### src/rtl/bram_stream_rd.sv
// Streams i_cnt consecutive BRAM words from i_base out on a valid/ready port (BRAM_STREAM_RD_ABORT_EN adds i_abort).
// Latency: first word valid 3 cycles after i_run is sampled; one word per cycle when i_ready is held high.
// Backpressure: reads are issued only while the 2-entry output FIFO has credit, so stalls never drop or duplicate data.
module bram_stream_rd #(
    parameter int DATA_WIDTH = 16,
    parameter int ADDR_WIDTH = 7,
    parameter int MEM_SIZE   = 128
) (
    input  logic                  clk,
    input  logic                  rst_n,
    input  logic                  i_run,
    input  logic [ADDR_WIDTH-1:0] i_base,
    input  logic [ADDR_WIDTH-1:0] i_cnt,
`ifdef BRAM_STREAM_RD_ABORT_EN
    input  logic                  i_abort,
`endif
    output logic                  o_idle,
    output logic                  o_busy,
    output logic                  o_done,
    output logic [ADDR_WIDTH-1:0] addr,
    output logic                  en,
    output logic                  we,
    input  logic [DATA_WIDTH-1:0] qout,
    output logic                  o_valid,
    output logic [DATA_WIDTH-1:0] o_data,
    input  logic                  i_ready
);

    typedef enum logic [1:0] {S_IDLE, S_RUN, S_DRAIN, S_DONE} state_t;

    localparam logic [ADDR_WIDTH-1:0] ONE       = ADDR_WIDTH'(1);
    localparam logic [ADDR_WIDTH-1:0] LAST_ADDR = ADDR_WIDTH'(MEM_SIZE - 1);

    state_t                  state_q;
    logic [ADDR_WIDTH-1:0]   cnt_q;
    logic [ADDR_WIDTH-1:0]   issued_q;
    logic [ADDR_WIDTH-1:0]   addr_q;
    logic [ADDR_WIDTH-1:0]   addr_d;
    logic                    inflight_q;
    logic [DATA_WIDTH-1:0]   fifo_q [2];
    logic                    rd_ptr_q;
    logic                    wr_ptr_q;
    logic [1:0]              fifo_cnt_q;
    logic [1:0]              fifo_cnt_d;
    logic [2:0]              occupancy;
    logic                    abort;
    logic                    push;
    logic                    pop;
    logic                    credit_ok;
    logic                    last_issue;
    logic                    issue;

    always_comb begin
`ifdef BRAM_STREAM_RD_ABORT_EN
        abort = i_abort && (state_q == S_RUN || state_q == S_DRAIN);
`else
        abort = 1'b0;
`endif
        pop        = (fifo_cnt_q != 2'd0) && i_ready;
        push       = inflight_q && !abort;
        // Words already owed to the FIFO after this cycle's pop; a new read needs one free slot.
        occupancy  = {1'b0, fifo_cnt_q} + {2'b00, inflight_q} - {2'b00, pop};
        credit_ok  = occupancy < 3'd2;
        last_issue = (issued_q + ONE) == cnt_q;
        issue      = (state_q == S_RUN) && (issued_q != cnt_q) && credit_ok && !abort;
        fifo_cnt_d = abort ? 2'd0 : (fifo_cnt_q + {1'b0, push} - {1'b0, pop});
        addr_d     = (addr_q == LAST_ADDR) ? '0 : addr_q + ONE;
    end

    always_ff @(posedge clk) begin
        if (rst_n) begin
            state_q    <= S_IDLE;
            cnt_q      <= '0;
            issued_q   <= '0;
            addr_q     <= '0;
            inflight_q <= 1'b0;
            fifo_q[0]  <= '0;
            fifo_q[1]  <= '0;
            rd_ptr_q   <= 1'b0;
            wr_ptr_q   <= 1'b0;
            fifo_cnt_q <= 2'd0;
        end else begin
            inflight_q <= issue;
            fifo_cnt_q <= fifo_cnt_d;

            if (abort) begin
                rd_ptr_q <= 1'b0;
                wr_ptr_q <= 1'b0;
            end else begin
                if (push) begin
                    fifo_q[wr_ptr_q] <= qout;
                    wr_ptr_q         <= ~wr_ptr_q;
                end
                if (pop) begin
                    rd_ptr_q <= ~rd_ptr_q;
                end
            end

            // The address stays on the last issued word once the run has been fully issued.
            if (issue) begin
                issued_q <= issued_q + ONE;
                if (!last_issue) begin
                    addr_q <= addr_d;
                end
            end

            case (state_q)
                S_IDLE: begin
                    if (i_run) begin
                        cnt_q    <= i_cnt;
                        addr_q   <= i_base;
                        issued_q <= '0;
                        state_q  <= (i_cnt == '0) ? S_DONE : S_RUN;
                    end
                end
                S_RUN: begin
                    if (abort) begin
                        state_q <= S_DONE;
                    end else if (issue && last_issue) begin
                        state_q <= S_DRAIN;
                    end
                end
                S_DRAIN: begin
                    if (abort) begin
                        state_q <= S_DONE;
                    end else if (fifo_cnt_d == 2'd0 && !inflight_q) begin
                        state_q <= S_DONE;
                    end
                end
                S_DONE:  state_q <= S_IDLE;
                default: state_q <= S_IDLE;
            endcase
        end
    end

    assign o_idle  = (state_q == S_IDLE);
    assign o_busy  = (state_q == S_RUN) || (state_q == S_DRAIN);
    assign o_done  = (state_q == S_DONE);
    assign addr    = addr_q;
    assign en      = issue;
    assign we      = 1'b0;
    assign o_valid = (fifo_cnt_q != 2'd0);
    assign o_data  = fifo_q[rd_ptr_q];

endmodule

### config.mk
export PLATFORM = sky130hd
export DESIGN_NAME = bram_stream_rd
export DESIGN_NICKNAME = d
export VERILOG_FILES = /design/src/rtl/bram_stream_rd.sv
export SDC_FILE = /design/constraint.sdc
export NUM_CORES = 1
export LEC_CHECK = 0
export BUFFER_PORTS_ARGS = -buffer_cell sky130_fd_sc_hd__buf_4
export CAP_MARGIN = 15
export CORE_UTILIZATION = 50
export CTS_CLUSTER_SIZE = 20
export DETAILED_ROUTE_END_ITERATION = 8
export PLACE_DENSITY_LB_ADDON = 0.3
export SKIP_CTS_REPAIR_TIMING = 1
export SYNTH_ARGS = -nofsm -noshare
export SYNTH_HDL_FRONTEND = slang
export SYNTH_SLANG_ARGS = --single-unit
### constraint.sdc
create_clock -name clk -period 3.1 [get_ports clk]
set_clock_uncertainty 0.15 [all_clocks]
set_input_delay 0.31 -clock clk [delete_from_list [all_inputs] [get_ports clk]]
set_output_delay 0.31 -clock clk [all_outputs]
set_load 0.02 [all_outputs]
Word level (Yosys, flattened, before mapping)
Memory sizes are Yosys's and may differ from the RTL's. A register that Yosys moved wholly into a read port is not among the register bits.
Index checks and enable logic that the tools add are counted.
- register bits: 28
- latch bits: 0
- RAM bits: 32
- ROM bits: 0
- input port bits: 34
- output and inout bits: 29
- word-level logic and storage cells: 64
- memories kept: 1
- memory list (name ; depth ; bits a word ; rd ports ; clocked after memory_dff ; wr ports ; RTL line ; text):
    fifo_q ; 2 ; 16 ; 1 ; 1 ; 2 ; 40 ; logic [DATA_WIDTH-1:0] fifo_q [2];
- add/sub/neg operators: 6
- multipliers: 0
- div/mod/pow operators: 0
- $lt $le $gt $ge: 1
- equal/unequal tests: 9
- shift-type cells: 0
- mux-type cells: 23
- bitwise gates (word level): 2
- reductions and logical operators: 14
- operator list (operator ; count):
    two-way mux 7 bit ; 8
    two-way mux 16 bit ; 1
    OR reduction 16 bit ; 1
    adder 7 x 1 -> 7 bit (second input constant) ; 2
    two-way mux 1 bit ; 9
    two-way mux 2 bit ; 4
    one-hot mux 2 bit (4 select lines) ; 1
    == test 7 bit ; 1
    == test 7 bit (second input constant) ; 1
    zero test 7 bit ; 1
    inequality test 7 bit ; 1
    inequality test 2 bit (second input constant) ; 3
    logical AND 1 bit ; 5
    == test 2 bit (second input constant) ; 2
    zero test 2 bit ; 2
    adder 2 x 1 -> 3 bit ; 1
    less-than comparator 3 x 2 -> 1 bit (second input constant) ; 1
    AND reduction 3 bit ; 1
    subtractor 3 x 1 -> 3 bit ; 1
    adder 2 x 1 -> 2 bit ; 1
    == test 2 x 1 -> 1 bit (second input constant) ; 1
    inverter 1 bit ; 2
    AND reduction 2 bit ; 1
    nonzero test 2 bit ; 1
    3 further kinds ; 3

Depth between registers and ports, before layout
Gate-level depths: netlist of the first run.
- depth in word-level cells: 8
- depth in mapped cells: 13
- mapped depth without buffers: 12

Worst setup path before layout of the first run
Ideal clock, no wire load.
- path type: register to register
- start: register fifo_cnt_q[1]
- end: register state_q[1]
- library setup time: 91 ps
- arrival time: 2959 ps
- required time: 2859 ps
- slack: -100 ps
- stages on the path, launching flop included: 13
- path buffers: 0
- period minus slack after synthesis: 3200 ps
- cells stage by stage: dfxtp_1 > or2_2 > and2_1 > ha_1 > inv_1 > ha_1 > inv_1 > fa_1 > inv_1 > o31ai_1 > and3_4 > a221oi_2 > a311oi_1
- word-level cells in the longest chain between the ends: 8
- elaborated cells on any way between the ends: 14
- classes of those cells: add/sub: 4; order compare: 1; eq/ne: 2; reduce/logical: 7
- ends and longest elaborated chain (what ; RTL line ; text):
    start, declared ; 43 ; logic [1:0] fifo_cnt_q;
    start signal, assigned ; 84 ; fifo_cnt_q <= fifo_cnt_d;
    nonzero test 2 bit * ; -- ;
    via o_valid ; 24 ; output logic o_valid,
    logical AND 1 bit * ; 59 ; pop = (fifo_cnt_q != 2'd0) && i_ready;
    via pop ; 48 ; logic pop;
    subtractor 3 x 1 -> 3 bit ; 62 ; occupancy = {1'b0, fifo_cnt_q} + {2'b00, inflight_q} - {2'b00, pop};
    less-than comparator 3 x 2 -> 1 bit ; 63 ; credit_ok = occupancy < 3'd2;
    logical AND 1 bit ; 65 ; issue = (state_q == S_RUN) && (issued_q != cnt_q) && credit_ok && !abort;
    logical AND 1 bit ; 119 ; end else if (issue && last_issue) begin
    inequality test 2 bit (no source line) ; -- ;
    AND reduction 3 bit (no source line) * ; -- ;
    end signal, assigned ; 113 ; state_q <= (i_cnt == '0) ? S_DONE : S_RUN;
    end, declared ; 34 ; state_t state_q;
Mark *: on every way through the listed nets, which the timed path passes. The rest lies on a longest branch.
A chain may end at the register's enable or synchronous reset.

Worst setup path after layout of the first run
- start: register fifo_cnt_q[1]
- end: output en
- word-level cells in the longest chain between the ends: 5
- elaborated cells on any way between the ends: 6
- classes of those cells: add/sub: 2; order compare: 1; reduce/logical: 3
- ends and longest elaborated chain (what ; RTL line ; text):
    nonzero test 2 bit ; 59 ;
    logical AND 1 bit ; 59 ;
    via pop ; 48 ;
    subtractor 3 x 1 -> 3 bit ; 62 ;
    less-than comparator 3 x 2 -> 1 bit ; 63 ;
    logical AND 1 bit ; 65 ;
    end, declared ; 21 ; output logic en,
The timed path passes the listed nets, and every way through them passes these cells.

==> metrics.md, run 1 <==
| Metric | Value |
|---|---|
| Sw Ratio | `35.2%` |
| Total core area | `0.00606 mm²` |
| DR pass1 iterations | `4` |
| Placed insts | `430` |
| Count of cell types in the netlist | `57` |
| Antenna Violating Nets Remaining | `0` |
| Clock share of power | `24.6%` |
| Fillers | `479` |
| Via density | `5.45` |
| Crit-path cells | `or2_4, and2_4, ha_4, inv_4, ha_4, inv_2, fa_2, o2111a_2, buf_6, buf_6` |
| Final period util | `98.5%` |
| Clk buf depth | `2` |
| Post-layout util | `66.3%` |
| Die area | `0.00673 mm²` |
| First-pass GRT wire length | `10900 µm` |
| Initial Utilization | `52.8%` |
| Startpoint types | `flop` |
| Leakage | `1.62 nW` |
| Final setup fails | `0` |
| Slowest stage delay, CP | `0.58 ns` |
| Setup crit end kind | `primary output` |
| Post-DP HPWL | `4770 µm` |
| Flop2flop setup slack | `0.07 ns` |
| Ports | `63` |
| CP Data Arrival Time | `2.59 ns` |
| CTS Sinks | `61` |
| Minimum clock period | `3.05 ns` |
| Hold path startpoint | `i_cnt[5]` |
| Routed length on met2 | `3500 µm` |
| N_diodes | `0` |
| Share of power burned in registers | `35.0%` |
| Max cap viols | `0` |
| Post-route cell area | `0.00402 mm²` |
| Ys flop type | `edfxtp_1` |
| Overall Global Routing Usage | `21.7%` |
| Psw | `1.13 mW` |
| Register area share after synthesis | `48.1%` |
| P per Cell Area | `802 mW/mm²` |
| Clk Latency, worst-skew pair | `0.33 ns` |
| Fraction of layout cells with a size suffix above 1 | `33.9%` |
| Status | `complete, no violations` |
| Least-Margin Pin Slew | `0.721 ns` |
| Yosys reg bits | `61` |
| Final instance count without filler cells | `450` |
| Worst reg2reg path startpoint | `fifo_cnt_q[1]` |
| Hold depth | `3` |
| Top Metal Used | `met4` |
| Wire length on met1 | `2950 µm` |
| CP required | `2.64 ns` |
| Number of global-route vias before repair | `2372` |
| DRT iter0 DRCs | `165` |
| Clk root buf | `clkbuf_8` |
| Post-synthesis net count | `347` |
| Synthesized instance count | `304` |
| Synthesis Warnings | `0` |
| R2R depth | `11` |
| CTS tree | `yes` |
| WHS Endpoint | `cnt_q[5]` |
| GPL Wtd Cong | `0.876` |
| Slew Limit Fails | `0` |
| Dpl cell area | `0.00372 mm²` |
| Die Y | `82.0 µm` |
| CP Max Fanout | `5` |
| Routed wire length | `6810 µm` |
| DRC | `0` |
| Hold Violations, Final | `0` |
| Row cnt | `28` |
| Class of the most critical setup path | `flop to primary output` |
| Initial antenna violation count | `0` |
| CTS H-tree lvls | `3` |
| F_max | `0.328 GHz` |
| Peak supply drop | `0.000698 V` |
| Routed via count | `2453` |
| Post-synthesis area per instance | `10.5 µm²` |
| Area Overhead vs Synth | `25.5%` |
| Die X | `82.0 µm` |
| Max_slew headroom | `51.8%` |
| Routed WL per cell | `15.1 µm` |
| Worst hold path class | `primary input to flop` |
| Synth async-reset ratio | `0%` |
| Slowest stage cell, crit path | `fa_2` |
| WL met3 | `292 µm` |
| Mapped cell area | `0.00320 mm²` |
| CTS Buf Count | `9` |
| Global route overflow | `0` |
| Worst hold margin | `0.0819 ns` |
| Clock transition at the registers of the reported paths | `0.07 ns` |
| R2r endpoint | `addr[2]` |
| Nets@finish | `413` |
| Port Buf Inserts | `61` |
| Final Power | `3.22 mW` |
| Combinational group share of total power | `40.4%` |
| Post-synth EDFFs | `32` |
| Largest net degree at the start of global routing | `28` |
| Internal Dissipation | `2.09 mW` |
-- routing by layer --
metal	track usage, %	vias to the layer above
met5	0	-
met1	26.3	1170
li1	-	1202
met4	8.42	0
met3	4.00	8
met2	37.8	73
-- registers in the layout (all words and copies together), names as in the netlist, named ones only --
register,flops
state_q,2
addr,7
fifo_q,32
inflight_q,1
rd_ptr_q,1
cnt_q,7
fifo_cnt_q,2
issued_q,7
wr_ptr_q,1
-- synthesized netlist by cell type, drive strengths merged, types with 2 or more instances --
cell,number,area share [%]
a311oi,4,1.3
a211oi,3,1.1
or4,2,0.47
a211o,2,0.59
nor4,3,0.59
a21oi,11,1.7
nor2b,3,0.59
clkbuf,8,0.94
nor3b,2,0.47
nor3,3,0.47
nand3,5,0.78
mux2,16,5.6
a21o,2,0.47
buf,8,1.9
and3,3,0.78
mux2i,4,1.3
nand4,9,2.0
nor2,28,3.3
xnor2,10,2.7
nand2,22,2.6
edfxtp,32,30
nand4b,2,0.55
a221oi,2,0.94
or2,2,0.39
or3,2,0.39
inv,13,1.6
xor2,7,2.1
o31ai,2,0.47
nand2b,2,0.39
and2,35,6.9
ha,8,3.1
o21bai,2,0.47
dfxtp,29,18
o21ai,7,1.1
-- cells in the final DEF, fill, tap and decap left out, types with 3 or more instances in the layout --
cell type and instances:
ha_1 6, mux2i_1 4, xnor2_1 10, nand3_1 5
nor2_1 28, mux2_2 16, nor2b_1 3, inv_1 10
edfxtp_1 32, nor4_1 3, a21oi_1 11, buf_4 69
clkbuf_8 10, nor3_1 3, dfxtp_1 28, o21ai_0 7
xor2_1 6, nand4_1 8, and2_1 33, a311oi_1 3
nand2_1 22
-- through the flow --
| stage | setup slack (ns) | setup TNS, ns |
|---|---|---|
| after floorplan | 0.0307 | 0 |
| after global placement | 0.107 | 0 |
| after detailed placement | -0.0409 | -0.0409 |
| after CTS | -0.137 | -0.199 |
| after global routing | -0.0186 | -0.0353 |
| final | 0.0476 | 0 |
-- worst max path at each step --
stage	from	endpoint	slack, ns	cells after the start
after global routing	fifo_cnt_q[1]	en	-0.02	10
after detailed placement	fifo_cnt_q[1]	addr[2]	-0.04	12
after CTS	fifo_cnt_q[1]	en	-0.14	11
after floorplan	fifo_cnt_q[1]	addr[2]	0.03	12
final	fifo_cnt_q[1]	en	0.05	10
after global placement	fifo_cnt_q[1]	addr[2]	0.11	12
-- worst max-delay path: cells and delay by family, from the launching register on --
kind,cells,cell delay [ns]
AOI/OAI and AO/OA,1,0.29
and+or+nand+nor,2,0.39
adders and majority gates,3,0.91
DFF,1,0.32
buffers and inverters,4,0.34
-- cell families after synthesis --
group,share of synthesized area (%)
flops,48.1
other cells,0.117
mux,6.88
fa+ha+maj,3.75
simple gates,21.2
buf+inv,4.42
xor+xnor,5.59
compound gates,9.93
-- power by group through the flow --
stage / combinational (mW) / sequential, mW / clock [mW]
6_report: 1.30 / 1.13 / 0.792
5_1_grt: 1.42 / 1.15 / 0.831
4_1_cts: 1.21 / 1.13 / 0.800
3_5_place_dp: 1.20 / 1.14 / 0
3_3_place_gp: 1.17 / 1.14 / 0
2_1_floorplan: 0.812 / 1.12 / 0
-- area by class of cell --
| class | count | area [µm²] | share of cell area (%) |
|---|---|---|---|
| Multi-Input combinational cell | 214 | 1570 | 38.9 |
| Sequential cell | 61 | 1540 | 38.4 |
| Timing Repair Buffer | 71 | 541 | 13.4 |
| Clock buffer | 10 | 138 | 3.42 |
| Tap cell | 75 | 93.8 | 2.33 |
| Clock inverter | 6 | 85.1 | 2.12 |
| Inverter | 13 | 53.8 | 1.34 |
No activity file was read; power rests on OpenSTA's default activity.
==> run 2: changes to the inputs <==
--- a/config.mk
+++ b/config.mk
@@ -7,7 +7,7 @@
 export LEC_CHECK = 0
 export BUFFER_PORTS_ARGS = -buffer_cell sky130_fd_sc_hd__buf_4
 export CAP_MARGIN = 15
-export CORE_UTILIZATION = 50
+export CORE_UTILIZATION = 55
 export CTS_CLUSTER_SIZE = 20
 export DETAILED_ROUTE_END_ITERATION = 8
 export PLACE_DENSITY_LB_ADDON = 0.3
==> constraint.sdc (replaced) <==
create_clock -name clk -period 3.2 [get_ports clk]
set_clock_uncertainty 0.15 [all_clocks]
set_input_delay 0.32 -clock clk [delete_from_list [all_inputs] [get_ports clk]]
set_output_delay 0.32 -clock clk [all_outputs]
set_load 0.02 [all_outputs]
==> run 2 against run 1 <==
  * Sequential share of layout area is 0.68 points higher
  * Count of clock-buffer cells in the layout unchanged
  * Largest cell class is now sequential cells
  * Critical path type unchanged
  * Global-route usage grew 1.2 points
==> metrics.md, run 2 (synthesized netlist as in run 1, its figures left out) <==
| Metric | Value |
|---|---|
| Sw Ratio | `35.8% (+0.66 points)` |
| Peak supply drop | `0.000579 V (-17%)` |
| Dpl cell area | `0.00370 mm² (-0.44%)` |
| Ports | `63 (unchanged)` |
| Fillers | `399 (-17%)` |
| Row cnt | `27 (-3.6%)` |
| Worst hold path class | `primary input to flop` |
| CP delay by family, top | `adder cells` |
| CP Max Fanout | `6 (+1)` |
| Commonest non-fill, non-tap cell in the layout | `buf_4` |
| Post-layout util | `70.8% (+4.5 points)` |
| Routed via count | `2436 (-0.69%)` |
| Combinational group share of total power | `41.4% (+1.0 points)` |
| Final TNS setup | `0 ns (unchanged)` |
| CTS Buf Count | `9 (unchanged)` |
| Slowest stage cell, crit path | `fa_2` |
| Max cap viols | `0 (unchanged)` |
| WP buf/inv | `4 (unchanged)` |
| CP Data Arrival Time | `2.66 ns (+0.07 ns)` |
| Antenna Violating Nets Remaining | `0 (unchanged)` |
| DRT iter0 DRCs | `164 (-0.61%)` |
| DR pass1 iterations | `5 (+1)` |
| Die X | `78.3 µm (-4.5%)` |
| Via density | `5.45 (about the same)` |
| GPL Wtd Cong | `0.917 (+4.6%)` |
| Leakage | `1.60 nW (-1.1%)` |
| Max_slew headroom | `49.9% (-1.9 points)` |
| Nets@finish | `413 (unchanged)` |
| Multi-input gate area | `0.00154 mm² (-1.5%)` |
| CTS Sinks | `61 (unchanged)` |
| Clock transition at the registers of the reported paths | `0.07 ns (about the same)` |
| Class of the most critical setup path | `flop to primary output` |
| Slowest stage delay, CP | `0.58 ns (about the same)` |
| Clk buf depth | `2 (unchanged)` |
| Largest register FFs | `32 (unchanged)` |
| F_max | `0.320 GHz` |
| Minimum clock period | `3.13 ns` |
| Global route overflow | `0 (unchanged)` |
| Least-Margin Pin Slew | `0.750 ns (+0.0288 ns)` |
| Initial antenna violation count | `0 (unchanged)` |
| Share of power burned in registers | `36.8% (+1.8 points)` |
| Total core area | `0.00557 mm² (-8.0%)` |
| Hold Violations, Final | `0 (unchanged)` |
| Final Power | `2.97 mW (-8.0%)` |
| Number of global-route vias before repair | `2336 (-1.5%)` |
| CP required | `2.73 ns (+0.09 ns)` |
| Sequential cell area | `0.00154 mm² (unchanged)` |
| N_diodes | `0 (unchanged)` |
| Initial Utilization | `57.4% (+4.6 points)` |
| Final period util | `97.7%` |
| Crit-path cells | `or2_4, and2_4, ha_4, inv_1, ha_2, inv_2, fa_2, o2111a_2, buf_6, buf_6` |
| Overall Global Routing Usage | `22.9% (+1.2 points)` |
| Area Overhead vs Synth | `23.3%` |
| Internal Dissipation | `1.91 mW (-8.9%)` |
| DRC | `0 (unchanged)` |
| Clk root buf | `clkbuf_8` |
| CTS tree | `yes` |
| Routed WL per cell | `14.6 µm (-3.6%)` |
| Largest Register | `fifo_q` |
| Clock share of power | `21.7% (-2.9 points)` |
| Port Buf Inserts | `61 (unchanged)` |
| Clk Latency, worst-skew pair | `0.34 ns (about the same)` |
| Startpoint types | `flop` |
| CTS H-tree lvls | `3 (unchanged)` |
| Post-DP HPWL | `4530 µm (-4.9%)` |
| Final setup fails | `0 (unchanged)` |
| Fraction of layout cells with a size suffix above 1 | `32.3% (-1.6 points)` |
| P per Cell Area | `752 mW/mm² (-6.3%)` |
| Die Y | `78.3 µm (-4.5%)` |
| Status | `complete, no violations` |
| Commonest cells after routing, fill and taps aside | `buf_4, and2_1, edfxtp_1, nor2_1, dfxtp_1` |
| Routed wire length | `6520 µm (-4.2%)` |
| Largest net degree at the start of global routing | `28 (unchanged)` |
| Setup crit end kind | `primary output` |
| Slew Limit Fails | `0 (unchanged)` |
| Post-route cell area | `0.00395 mm² (-1.7%)` |
| Psw | `1.06 mW (-6.3%)` |
| Cell mode on critical path | `buf_6` |
| Die area | `0.00613 mm² (-8.9%)` |
| First-pass GRT wire length | `10800 µm (-0.83%)` |
[run 2: cell type report]
class	instances	share of cell area [%]
clock buffers	10	3.23
clock inverters	6	1.39
inverters	13	1.30
multi-input cells	214	39.0
flip-flops and latches	61	39.1
well taps	72	2.28
repair buffers	71	13.7
[run 2: worst paths after layout]
path                               startpoint         end  slack, ns  cells past startpoint
worst max-delay path            fifo_cnt_q[1]          en       0.07                     10
worst max register to register  fifo_cnt_q[1]  state_q[1]       0.10                     13
worst min register to register       cnt_q[0]    cnt_q[0]       0.32                      2
worst min-delay path                 i_cnt[1]    cnt_q[1]       0.09                      3
[run 2: per-stage QoR]
stage	worst slack (ns)	instances	hold slack (ns)
CTS	-0.109	443	0.0700
global placement	0.135	427	0.310
floorplan	0.000107	304	0.299
global route	-0.00180	447	0.0815
finish	0.0749	447	0.0851
detailed placement	0.0347	427	0.313
[run 2: worst min-delay path: cells and delay by family]
kind,cells,cell delay (ns)
buf+inv,1,0.11
simple gates,1,0.05
compound gates,1,0.05
[run 2: power groups by stage]
stage          Sequential (mW)  Combinational [mW]  Clock (mW)
5_1_grt                   1.11                1.33       0.693
2_1_floorplan             1.09               0.772           0
6_report                  1.09                1.23       0.645
3_3_place_gp              1.10                1.11           0
4_1_cts                   1.09                1.14       0.656
3_5_place_dp              1.11                1.14           0
[run 2: metal layers]
metal  wire length [µm]  track usage, %  part of all wire (%)
met3                291            4.77                   4.5
met1               2880            30.7                    44
met2               3270            36.1                    50
met4                 82            9.44                   1.3
met5                  0               0                     0
==> run 3: changes to the inputs <==
--- a/config.mk
+++ b/config.mk
@@ -7,7 +7,7 @@
 export LEC_CHECK = 0
 export BUFFER_PORTS_ARGS = -buffer_cell sky130_fd_sc_hd__buf_4
 export CAP_MARGIN = 15
-export CORE_UTILIZATION = 55
+export CORE_UTILIZATION = 50
 export CTS_CLUSTER_SIZE = 20
 export DETAILED_ROUTE_END_ITERATION = 8
 export PLACE_DENSITY_LB_ADDON = 0.3
==> constraint.sdc (replaced) <==
create_clock -name clk -period 2.7 [get_ports clk]
set_clock_uncertainty 0.15 [all_clocks]
set_input_delay 0.27 -clock clk [delete_from_list [all_inputs] [get_ports clk]]
set_output_delay 0.27 -clock clk [all_outputs]
set_load 0.02 [all_outputs]
==> run 3 against run 2 <==
  * The run now ends with negative setup slack left
  * Clock power grew 35%
  * Global-route usage shrank 1.3 points
  * Design area grew 5.0%
  * Count of clock-buffer cells in the layout grew 1
  * First-iteration DRC count shrank 21%
  * Sequential share of layout area shrank 1.8 points
  * Sequential power grew 18%
  * Combinational power grew 36%
  * Wire length grew 5.3%
  * Critical path type is now flop to flop
  * Largest power group unchanged
==> metrics.md, run 3 (synthesized netlist as in run 1, its figures left out) <==
| Metric | Value |
|---|---|
| Status | `complete, but fails checks` |
| Failing checks | `negative setup slack` |
| F_max | `0.341 GHz` |
| Crit-path cells | `or2_4, and2_4, ha_4, inv_4, ha_4, inv_2, fa_2, o2111a_2, buf_6, nand2_4, or3_4, a311oi_2` |
| Post-layout util | `68.4% (-2.4 points)` |
| Antenna Violating Nets Remaining | `0 (unchanged)` |
| Area Overhead vs Synth | `29.5%` |
| Final period util | `108%` |
| Port Buf Inserts | `61 (unchanged)` |
| Initial Utilization | `52.8% (-4.6 points)` |
| CTS H-tree lvls | `3 (unchanged)` |
| Post-placement setup slack | `-0.261 ns (-0.296 ns)` |
| Global route overflow | `0 (unchanged)` |
| Commonest non-fill, non-tap cell in the layout | `buf_4` |
| R2r endpoint | `addr[6]` |
| Startpoint types | `flop` |
| Dpl cell area | `0.00382 mm² (+3.2%)` |
| Routed WL per cell | `14.9 µm (+1.9%)` |
| Flop2flop setup slack | `-0.23 ns (-0.33 ns)` |
| DRT iter0 DRCs | `130 (-21%)` |
| Fraction of layout cells with a size suffix above 1 | `37.0% (+4.7 points)` |
| Worst reg2reg path startpoint | `fifo_cnt_q[1]` |
| CP Data Arrival Time | `3.03 ns (+0.37 ns)` |
| Combinational group share of total power | `43.7% (+2.3 points)` |
| First-pass GRT wire length | `10700 µm (-0.83%)` |
| R2R depth | `12 (-1)` |
| Clk Latency, worst-skew pair | `0.34 ns (about the same)` |
| Slowest stage cell, crit path | `fa_2` |
| Slowest stage delay, CP | `0.52 ns (-0.06 ns)` |
| Die X | `82.0 µm (+4.8%)` |
| WHS Endpoint | `cnt_q[5]` |
| Hold depth | `3 (unchanged)` |
| Commonest cells after routing, fill and taps aside | `buf_4, and2_1, edfxtp_1, nor2_1, dfxtp_1` |
| DR pass1 iterations | `4 (-1)` |
| Largest Register | `fifo_q` |
| Minimum clock period | `2.93 ns` |
| Internal Dissipation | `2.48 mW (+30%)` |
| Setup crit end kind | `flop` |
| Placed insts | `440 (+3.0%)` |
| P per Cell Area | `924 mW/mm² (+23%)` |
| Largest net degree at the start of global routing | `28 (unchanged)` |
| Share of power burned in registers | `33.6% (-3.2 points)` |
| DRC | `0 (unchanged)` |
| Leakage | `1.69 nW (+5.5%)` |
| Die area | `0.00673 mm² (+9.7%)` |
| Hold Violations, Final | `0 (unchanged)` |
| CTS Sinks | `61 (unchanged)` |
| Clk buf depth | `2 (unchanged)` |
| Clk root buf | `clkbuf_8` |
| Peak supply drop | `0.000670 V (+16%)` |
| Post-DP HPWL | `4680 µm (+3.3%)` |
| Number of global-route vias before repair | `2292 (-1.9%)` |
| Final instance count without filler cells | `462 (+3.4%)` |
| GPL Wtd Cong | `0.826 (-9.9%)` |
| WP buf/inv | `3 (-1)` |
| Routed via count | `2464 (+1.1%)` |
| Max_slew headroom | `49.8% (-0.14 points)` |
| Die Y | `82.0 µm (+4.8%)` |
| Class of the most critical setup path | `flop to flop` |
| Routed wire length | `6860 µm (+5.3%)` |
| CP Max Fanout | `6 (unchanged)` |
| Psw | `1.35 mW (+27%)` |
| CP delay by family, top | `simple AND/OR/NAND/NOR gates` |
| Sw Ratio | `35.2% (-0.62 points)` |
| Ports | `63 (unchanged)` |
| CTS tree | `yes` |
| Hold path startpoint | `i_cnt[5]` |
| Initial antenna violation count | `0 (unchanged)` |
| Slew Limit Fails | `0 (unchanged)` |
| Clock share of power | `22.8% (+1.1 points)` |
| Clock transition at the registers of the reported paths | `0.07 ns (about the same)` |
| Nets@finish | `425 (+2.9%)` |
| Overall Global Routing Usage | `21.6% (-1.3 points)` |
| Setup ws final | `-0.229 ns (-0.303 ns)` |
| Worst Setup SP | `fifo_cnt_q[1]` |
| Total core area | `0.00606 mm² (+8.7%)` |
| Via density | `5.33 (-2.1%)` |
| Max cap viols | `0 (unchanged)` |
| Least-Margin Pin Slew | `0.753 ns (+0.00291 ns)` |
| Cell mode on critical path | `ha_4` |
| CTS Buf Count | `9 (unchanged)` |
| Largest register FFs | `32 (unchanged)` |
| Fillers | `472 (+18%)` |
| Final setup fails | `8 (+8)` |
| N_diodes | `0 (unchanged)` |
| RSZ-0062 raised after global routing | `true` |
| Worst hold path class | `primary input to flop` |
| Row cnt | `28 (+3.7%)` |
| CP required | `2.80 ns (+0.07 ns)` |
| Post-route cell area | `0.00415 mm² (+5.0%)` |
## run 3: worst reg2reg max path: cells and delay by family, from the launching register on
kind / cells / cell delay (ns)
compound gates: 2 / 0.48
flops: 1 / 0.32
simple gates: 4 / 0.84
fa+ha+maj: 3 / 0.84
buf+inv: 3 / 0.22
## run 3: stage by stage
stage                     hold slack [ns]  total power, mW  TNS (ns)
after floorplan                     0.256             2.27    -0.688
after global placement              0.309             2.76    -0.580
after detailed placement            0.309             2.80     -1.11
after CTS                          0.0365             3.67     -1.53
after global routing               0.0413             4.03     -2.19
final                              0.0468             3.83    -0.934
## run 3: final cells by class
type,count,area [µm²],area share (%)
clock buffer,11,131,3.17
clock inverter,5,76.3,1.84
inverter,13,53.8,1.30
multi-input combinational,214,1610,38.9
sequential,61,1540,37.2
tap,75,93.8,2.26
timing repair buffer,83,634,15.3
## run 3: per-layer routing
metal  GRT usage [%]  routed length, µm
met1            27.5               3030
met2            35.5               3500
met3            4.00                241
met4            9.65                 95
met5               0                  0
## run 3: power groups by stage
stage	Combinational (mW)	Clock, mW	Sequential, mW
global placement	1.47	0	1.29
detailed placement	1.50	0	1.30
CTS	1.51	0.873	1.28
finish	1.67	0.872	1.29
floorplan	0.973	0	1.29
global route	1.81	0.915	1.31
## run 3: worst max-delay path by stage
stage / endpoint / slack, ns / depth (start not counted)
final: addr[6] / -0.23 / 12
after global routing: addr[6] / -0.31 / 13
after CTS: en / -0.33 / 11
after detailed placement: addr[2] / -0.26 / 12
after global placement: addr[2] / -0.18 / 12
after floorplan: addr[2] / -0.30 / 11
